--- src/rtl/astropix_protocol_pkg.sv ---
// rtl/astropix_protocol_pkg.sv - shared types and helpers for the AstroPix layer frame decoder
package astropix_protocol_pkg;

    typedef enum logic [2:0] {
        WAIT_FRAME,
        HDR_LEN,
        HDR_ID,
        HDR_FRAME,
        PAYLOAD,
        TSTAMP,
        DISCARD
    } state_t;

    localparam logic [7:0] DEFAULT_IDLE_BYTE = 8'h3D;
    localparam logic [7:0] DEFAULT_PAD_BYTE  = 8'hFF;

    // Length field counts ID + header + payload + timestamp, not itself.
    function automatic logic [7:0] packet_length(input logic [7:0] len, input int ts_bytes);
        return len + ts_bytes[7:0] + 8'd2;
    endfunction

endpackage

--- src/rtl/astropix_readout_trigger.sv ---
// rtl/astropix_readout_trigger.sv - interrupt driven readout request with idle-byte tail
module astropix_readout_trigger (
    input  logic       clk,
    input  logic       res,
    input  logic       layer_reset,
    input  logic       interruptn,
    input  logic       disable_autoread,
    input  logic [7:0] nodata_continue,
    input  logic       in_wait_frame,
    input  logic       idle_accept,
    output logic       readout_active
);

    logic [7:0] nodata_continue_counter;

    // A held interrupt reloads the tail counter, so it wins over an idle decrement.
    always_ff @(posedge clk or posedge res) begin
        if (res) begin
            nodata_continue_counter <= 8'd0;
            readout_active          <= 1'b0;
        end else if (layer_reset) begin
            nodata_continue_counter <= 8'd0;
            readout_active          <= 1'b0;
        end else if (!interruptn && !disable_autoread) begin
            nodata_continue_counter <= nodata_continue;
            readout_active          <= 1'b1;
        end else if (in_wait_frame) begin
            if (nodata_continue_counter == 8'd0)
                readout_active <= 1'b0;
            else if (idle_accept)
                nodata_continue_counter <= nodata_continue_counter - 8'd1;
        end
    end

endmodule

--- src/rtl/astropix_spi_protocol_av2.sv ---
// rtl/astropix_spi_protocol_av2.sv - per-layer AstroPix frame decoder and packetiser
module astropix_spi_protocol_av2
    import astropix_protocol_pkg::*;
#(
    parameter logic [7:0] LAYER_ID        = 8'h00,
    parameter logic [7:0] IDLE_BYTE       = DEFAULT_IDLE_BYTE,
    parameter int         LEN_BITS        = 3,
    parameter int         EXPECTED_LENGTH = 4,
    parameter int         TS_BYTES        = 4,
    parameter logic [7:0] PAD_BYTE        = DEFAULT_PAD_BYTE
) (
    input  logic                  clk,
    input  logic                  res,
    input  logic                  interruptn,
    input  logic [7:0]            s_axis_tdata,
    input  logic                  s_axis_tvalid,
    output logic                  s_axis_tready,
    output logic [7:0]            m_axis_tdata,
    output logic                  m_axis_tvalid,
    input  logic                  m_axis_tready,
    output logic                  m_axis_tlast,
    output logic [7:0]            m_axis_tdest,
    output logic                  readout_active,
    output logic                  stat_frame_detected,
    output logic                  stat_idle_detected,
    output logic                  stat_wronglength_detected,
    output logic                  stat_timeout_detected,
    output logic                  stat_frame_dropped,
    output logic                  status_frame_decoding,
    input  logic                  cfg_disable_autoread,
    input  logic [8*TS_BYTES-1:0] cfg_frame_tag_counter,
    input  logic [7:0]            cfg_nodata_continue,
    input  logic                  cfg_drop_wronglength,
    input  logic [15:0]           cfg_byte_timeout,
    input  logic                  cfg_layer_reset
);

    localparam logic [LEN_BITS-1:0] EXP_LEN = LEN_BITS'(EXPECTED_LENGTH);
    localparam logic [LEN_BITS-1:0] ONE_LEFT = LEN_BITS'(1);
    localparam logic [2:0]          TS_LAST = 3'(TS_BYTES - 1);

    state_t                state, state_n;
    logic [LEN_BITS-1:0]   len_q, remain_q;
    logic [7:0]            hdr_q;
    logic [8*TS_BYTES-1:0] ts_q;
    logic [2:0]            ts_idx_q;
    logic [15:0]           tmo_q;
    logic                  pad_q;

    logic                  can_load, load, load_last;
    logic [7:0]            load_data;
    logic                  hdr_take, idle_take, wrong_len, drop, count_tick, tmo_fire, waiting;
    logic [LEN_BITS-1:0]   hdr_len;
    logic                  tmo_expire;

    assign can_load   = !m_axis_tvalid || m_axis_tready;
    assign hdr_len    = s_axis_tdata[LEN_BITS-1:0];
    assign tmo_expire = (cfg_byte_timeout != 16'd0) && (tmo_q == cfg_byte_timeout - 16'd1);
    assign m_axis_tdest          = 8'h00;
    assign status_frame_decoding = (state != WAIT_FRAME);

    always_ff @(posedge clk or posedge res) begin
        if (res)
            state <= WAIT_FRAME;
        else if (cfg_layer_reset)
            state <= WAIT_FRAME;
        else
            state <= state_n;
    end

    // The length byte is loaded straight from WAIT_FRAME when the output slot is free;
    // HDR_LEN only holds it while the previous packet's last beat is still stalled.
    always_comb begin
        state_n       = state;
        s_axis_tready = 1'b0;
        load          = 1'b0;
        load_data     = 8'h00;
        load_last     = 1'b0;
        hdr_take      = 1'b0;
        idle_take     = 1'b0;
        wrong_len     = 1'b0;
        drop          = 1'b0;
        count_tick    = 1'b0;
        tmo_fire      = 1'b0;
        waiting       = 1'b0;
        case (state)
            WAIT_FRAME: begin
                s_axis_tready = 1'b1;
                if (s_axis_tvalid) begin
                    if (s_axis_tdata == IDLE_BYTE) begin
                        idle_take = 1'b1;
                    end else begin
                        hdr_take  = 1'b1;
                        wrong_len = (hdr_len != EXP_LEN);
                        if (wrong_len && cfg_drop_wronglength) begin
                            drop    = 1'b1;
                            state_n = (hdr_len == '0) ? WAIT_FRAME : DISCARD;
                        end else if (can_load) begin
                            load      = 1'b1;
                            load_data = packet_length(8'(hdr_len), TS_BYTES);
                            state_n   = HDR_ID;
                        end else begin
                            state_n = HDR_LEN;
                        end
                    end
                end
            end
            HDR_LEN: if (can_load) begin
                load      = 1'b1;
                load_data = packet_length(8'(len_q), TS_BYTES);
                state_n   = HDR_ID;
            end
            HDR_ID: if (can_load) begin
                load      = 1'b1;
                load_data = LAYER_ID;
                state_n   = HDR_FRAME;
            end
            HDR_FRAME: if (can_load) begin
                load      = 1'b1;
                load_data = hdr_q;
                state_n   = (len_q != '0) ? PAYLOAD : TSTAMP;
            end
            PAYLOAD: begin
                if (pad_q) begin
                    if (can_load) begin
                        load       = 1'b1;
                        load_data  = PAD_BYTE;
                        count_tick = 1'b1;
                    end
                end else begin
                    s_axis_tready = can_load;
                    if (can_load && s_axis_tvalid) begin
                        load       = 1'b1;
                        load_data  = s_axis_tdata;
                        count_tick = 1'b1;
                    end else if (can_load) begin
                        waiting  = 1'b1;
                        tmo_fire = tmo_expire;
                    end
                end
                if (count_tick && remain_q == ONE_LEFT)
                    state_n = TSTAMP;
            end
            TSTAMP: if (can_load) begin
                load      = 1'b1;
                load_data = ts_q[{ts_idx_q, 3'b000} +: 8];
                load_last = (ts_idx_q == TS_LAST);
                if (load_last)
                    state_n = WAIT_FRAME;
            end
            DISCARD: begin
                s_axis_tready = 1'b1;
                if (s_axis_tvalid) begin
                    count_tick = 1'b1;
                    if (remain_q == ONE_LEFT)
                        state_n = WAIT_FRAME;
                end else begin
                    waiting  = 1'b1;
                    tmo_fire = tmo_expire;
                    if (tmo_expire)
                        state_n = WAIT_FRAME;
                end
            end
            default: state_n = WAIT_FRAME;
        endcase
    end

    always_ff @(posedge clk or posedge res) begin
        if (res) begin
            len_q <= '0; remain_q <= '0; hdr_q <= 8'h00; ts_q <= '0;
            ts_idx_q <= 3'd0; tmo_q <= 16'd0; pad_q <= 1'b0;
            m_axis_tdata <= 8'h00; m_axis_tvalid <= 1'b0; m_axis_tlast <= 1'b0;
            stat_frame_detected <= 1'b0; stat_idle_detected <= 1'b0;
            stat_wronglength_detected <= 1'b0; stat_timeout_detected <= 1'b0;
            stat_frame_dropped <= 1'b0;
        end else if (cfg_layer_reset) begin
            len_q <= '0; remain_q <= '0; hdr_q <= 8'h00; ts_q <= '0;
            ts_idx_q <= 3'd0; tmo_q <= 16'd0; pad_q <= 1'b0;
            m_axis_tdata <= 8'h00; m_axis_tvalid <= 1'b0; m_axis_tlast <= 1'b0;
            stat_frame_detected <= 1'b0; stat_idle_detected <= 1'b0;
            stat_wronglength_detected <= 1'b0; stat_timeout_detected <= 1'b0;
            stat_frame_dropped <= 1'b0;
        end else begin
            if (hdr_take) begin
                len_q    <= hdr_len;
                remain_q <= hdr_len;
                hdr_q    <= s_axis_tdata;
                ts_q     <= cfg_frame_tag_counter;
                ts_idx_q <= 3'd0;
            end else if (count_tick) begin
                remain_q <= remain_q - ONE_LEFT;
            end
            if (load && state == TSTAMP)
                ts_idx_q <= ts_idx_q + 3'd1;

            // Timeout only counts cycles spent starved by the upstream, not downstream stalls.
            if (waiting && !tmo_fire)
                tmo_q <= tmo_q + 16'd1;
            else if (!waiting && (state == PAYLOAD || state == DISCARD) && !count_tick)
                tmo_q <= tmo_q;
            else
                tmo_q <= 16'd0;

            pad_q <= (state == PAYLOAD) && (state_n == PAYLOAD) && (pad_q || tmo_fire);

            if (load) begin
                m_axis_tdata  <= load_data;
                m_axis_tlast  <= load_last;
                m_axis_tvalid <= 1'b1;
            end else if (m_axis_tready) begin
                m_axis_tvalid <= 1'b0;
                m_axis_tlast  <= 1'b0;
            end

            stat_frame_detected       <= hdr_take;
            stat_idle_detected        <= idle_take;
            stat_wronglength_detected <= wrong_len;
            stat_timeout_detected     <= tmo_fire;
            stat_frame_dropped        <= drop;
        end
    end

    astropix_readout_trigger u_trigger (
        .clk              (clk),
        .res              (res),
        .layer_reset      (cfg_layer_reset),
        .interruptn       (interruptn),
        .disable_autoread (cfg_disable_autoread),
        .nodata_continue  (cfg_nodata_continue),
        .in_wait_frame    (state == WAIT_FRAME),
        .idle_accept      (idle_take),
        .readout_active   (readout_active)
    );

endmodule

--- config.mk ---
export PLATFORM = sky130hd
export DESIGN_NAME = astropix_spi_protocol_av2
export DESIGN_NICKNAME = d
export VERILOG_FILES = /design/src/rtl/astropix_protocol_pkg.sv /design/src/rtl/astropix_readout_trigger.sv /design/src/rtl/astropix_spi_protocol_av2.sv
export SDC_FILE = /design/constraint.sdc
export NUM_CORES = 1
export LEC_CHECK = 0
export BUFFER_PORTS_ARGS = -buffer_cell sky130_fd_sc_hd__buf_2
export CORE_ASPECT_RATIO = 1.75
export CORE_MARGIN = 3
export CORE_UTILIZATION = 56
export DETAILED_ROUTE_END_ITERATION = 8
export PLACE_DENSITY = 0.85
export SLEW_MARGIN = 10
export SYNTH_ARGS = -nofsm -noshare
export SYNTH_HDL_FRONTEND = slang
export SYNTH_SLANG_ARGS = --single-unit
export TNS_END_PERCENT = 1
--- constraint.sdc ---
create_clock -name clk -period 3.59 [get_ports clk]
set_clock_uncertainty 0.05 [all_clocks]
set_input_delay 0.5385 -clock clk [delete_from_list [all_inputs] [get_ports clk]]
set_output_delay 0.5385 -clock clk [all_outputs]
set_load 0.01 [all_outputs]
==> impl_results.md <==
* Status: complete, no violations
* Crit path max fanout at 20
* Crit-path slowest cell: nor4b_1
* Rows at 46
* Clk buf depth at 2
* Global-route wire length before repair at 23070 um
* TritonCTS Sinks at 90
* Initial core utilization at 0.5857
* Final period util at 0.8654
* Most area-consuming cells after synthesis: dfrtp_1 42%, nand2_1 9.4%, a21oi_1 6.7%, nor2_1 3.5%, mux4_2 3.3%
* Worst path top cell family by delay: simple AND/OR/NAND/NOR gates
* Buf/Inv on CP at 2
* Most frequent cell after synthesis: nand2_1
* Chip height at ~140 um
* Distinct cells, synth at 62
* Fin util at 0.6735
* RSZ-0062 raised after global routing: no
* Total via count in the routed design at 5075
* Critical path arrival at 3.28 ns
* Worst IR drop on VDD at ~0.44 mV
* Fmax at about 0.32 GHz
* FF+latch count, synth at 90
* Hold Path Class: in2async
* Top FF cell, synth: dfrtp_1
* Core Area at 9209 um^2
* Ant. Diodes at 0
* Clk_lat worst skew at 0.34 ns
* Post-synthesis sequential area ratio at 0.4175
* Worst path cell trace: buf_2, inv_1, ha_1, nor2b_1, a21oi_1, nor4b_1, nand4_1, and4bb_4, a21oi_2, and3_1, a221o_1
* NumNets Final at 793
* Vias in the first global route at around 5000
* Xor/xnor share of the synthesized area at 0.04384
* Layout area overhead at 14.98%
* Post-synthesis mux area share at 0.04083
* CTS clk-pin slew, worst paths at 0.06 ns
* Resized Gates After CTS at 0
* Via-per-instance ratio at 6.071
* Die ar. at approximately 11000 um^2
* Clock Tree Root: clkbuf_16
* Grt ovf at 0
* H-tree Lvls at 3
* Synth Area in Simple Gates at 0.2477
* Commonest cells post-synth: 135 x nand2_1, 90 x dfrtp_1, 72 x a21oi_1
* Final Max Slew Viols at 0
* Type of origin of the critical path: primary input
* Total CTS buffers at 9
* Synth async-reset ratio at 1.000
* DRT iter0 DRCs at 279
* Crit path largest cell delay at ~0.56 ns
* Final ANT Viol Nets at 0
* Post-synthesis cell area at 5394 um^2
* Largest family of logic cells by synthesized area: simple AND/OR/NAND/NOR gates
* Total GRT Usage at 0.2695
* Fillcell total at 762
* Routability cong. at 0.8962
* Mean Syn Cell Area at between 8 and 9 um^2
* Ys Warns at 0
* Setup TNS at 0 ns
* Post-CTS setup buffer count at 0
* Final min period at around 3.1 ns
* Setup violators final at 0
* Yosys top cell area share at 0.4175
* CTS tree: done
* Element type at the critical path end: flop
* Adder-cell area share of the yosys netlist at 0.02320
* I/O Buffers at 89
* Layout cell share with drive strength beyond 1 at 0.1927
* HPWL after DPL at between 10000 and 15000 um
* Number of enable flip-flop cells after synthesis at 0
* Req. time, crit path at 3.76 ns
* Hold-fix buffers at CTS at 0
* Initial antenna violation count at 0
* PwrDens at 526.3 nW/um^2
* Setup Crit Path Kind: in2reg
* Slew @ Worst Pin at 0.8061 ns
* Cell taking the most area after synthesis: dfrtp_1
* Die width at ~80 um
* Leak pwr at between 0.002 and 0.003 uW
* Synth Area in Compound Gates at 0.1698
* Largest net degree at the start of global routing at 50
* Cells after Synth at 639
* Final hold violation count at 0
* DRC viols at 0
* Max-cap violations at 0
* Slew margin rel. at 0.4620
* Drt pass-1 iters at 7
* Post-detailed-routing wire length at roughly 14000 um
* # IOs at 98
* DR WL/cell at 16.84 um
## registers in the layout (all words and copies together), names as in the netlist, 2 cells and up
name	flops
hdr_q	6
len_q	2
m_axis_tdata	8
remain_q	3
state	3
tmo_q	16
ts_idx_q	3
ts_q	32
u_trigger.nodata_continue_counter	8
## worst reg2reg max path, cell delays in order, from the launching register on
cell      delay [ns]
dfrtp_1         0.56
nor3_1          0.67
o311ai_4        0.21
a21oi_1         0.41
nor3_1          0.10
o21ai_1         0.23
a21oi_1         0.24
nand2_1         0.12
o21ai_0         0.10
## final cells by class
class / instances / area (um^2) / area share
multi-input cells: 490 / 2887 / 0.4654
clock inverters: 6 / 91.34 / 0.01473
clock buffers: 10 / 229.0 / 0.03692
repair buffers: 97 / 505.5 / 0.08150
well taps: 120 / 150.1 / 0.02421
flip-flops and latches: 90 / 2252 / 0.3631
inverters: 23 / 87.58 / 0.01412
## logic make-up (layout without fill, tap and decap cells)
kind of cell / after synthesis / after routing
compound gates: 149 / 149
xor+xnor: 27 / 27
fa+ha+maj: 10 / 10
buf+inv: 66 / 136
flops: 90 / 90
mux: 12 / 12
other cells: 1 / 8
simple gates: 284 / 284
## power by group
part | total, uW | internal [uW] | switching, uW
registers | 1260 | 1160 | 109
logic | 991 | 355 | 635
clock network | 1010 | 611 | 397
total | 3260 | 2120 | 1140
## routing by layer
metal,wire length [um],global-route usage,part of all wire,up-vias
li1,-,-,-,2375
met1,4935,0.2985,0.35,2408
met2,7492,0.4719,0.53,229
met3,967,0.05504,0.069,63
met4,681,0.1504,0.048,0
met5,0,0,0,-
## placed cells by master (no fill, tap or decap), types with 3 or more instances in the layout
| cell | netlist | final |
|---|---|---|
| nand2b_1 | 7 | 7 |
| o2111ai_1 | 3 | 3 |
| mux2i_1 | 4 | 4 |
| mux4_2 | 8 | 8 |
| clkbuf_16 | 0 | 9 |
| buf_4 | 9 | 8 |
| a21oi_1 | 72 | 72 |
| xor2_1 | 8 | 8 |
| nor4_1 | 3 | 3 |
| or2_2 | 7 | 7 |
| nand4_1 | 12 | 12 |
| nor2_1 | 50 | 50 |
| nand3b_1 | 6 | 6 |
| o211ai_1 | 3 | 3 |
| dfrtp_1 | 90 | 90 |
| clkinvlp_4 | 0 | 3 |
| o311ai_0 | 3 | 3 |
| xnor2_1 | 19 | 19 |
| o311ai_1 | 4 | 3 |
| nand3_1 | 25 | 25 |
| inv_1 | 23 | 22 |
| nor3_1 | 12 | 11 |
| a221o_1 | 3 | 3 |
| a211oi_1 | 6 | 6 |
| nor2b_1 | 6 | 6 |
| and3_1 | 6 | 6 |
| o21ai_0 | 24 | 24 |
| ha_1 | 10 | 10 |
| o21ai_1 | 3 | 3 |
| o22ai_1 | 3 | 3 |
| buf_2 | 0 | 89 |
| and2_1 | 3 | 3 |
| conb_1 | 1 | 8 |
| nand2_1 | 135 | 135 |
| a221oi_1 | 6 | 6 |
## stage by stage
step	power, uW	cell area, um^2	setup slack [ns]	instances	hold WS [ns]
after floorplan	1939	5420	0.6662	646	0.4474
after global placement	2205	5882	0.3510	820	0.4129
after detailed placement	2251	5882	0.1946	820	0.4251
after CTS	3255	6202	0.5408	836	0.2939
after global routing	3432	6202	0.1530	836	0.3301
final	3264	6202	0.4831	836	0.2716
## final timing paths
check	startpoint	to	slack, ns	cells after the start
setup / recovery	cfg_byte_timeout[0]	tmo_q[6]	0.48	11
hold / removal	res	stat_idle_detected	0.27	2
setup reg to reg	state[0]	m_axis_tdata[5]	0.78	8
hold reg to reg	m_axis_tdata[4]	m_axis_tdata[4]	0.44	2
max in group asynchronous	res	ts_q[5]	2.39	3
min in group clk	cfg_frame_tag_counter[3]	ts_q[3]	0.37	3
Power figures use the tool's default switching activity.
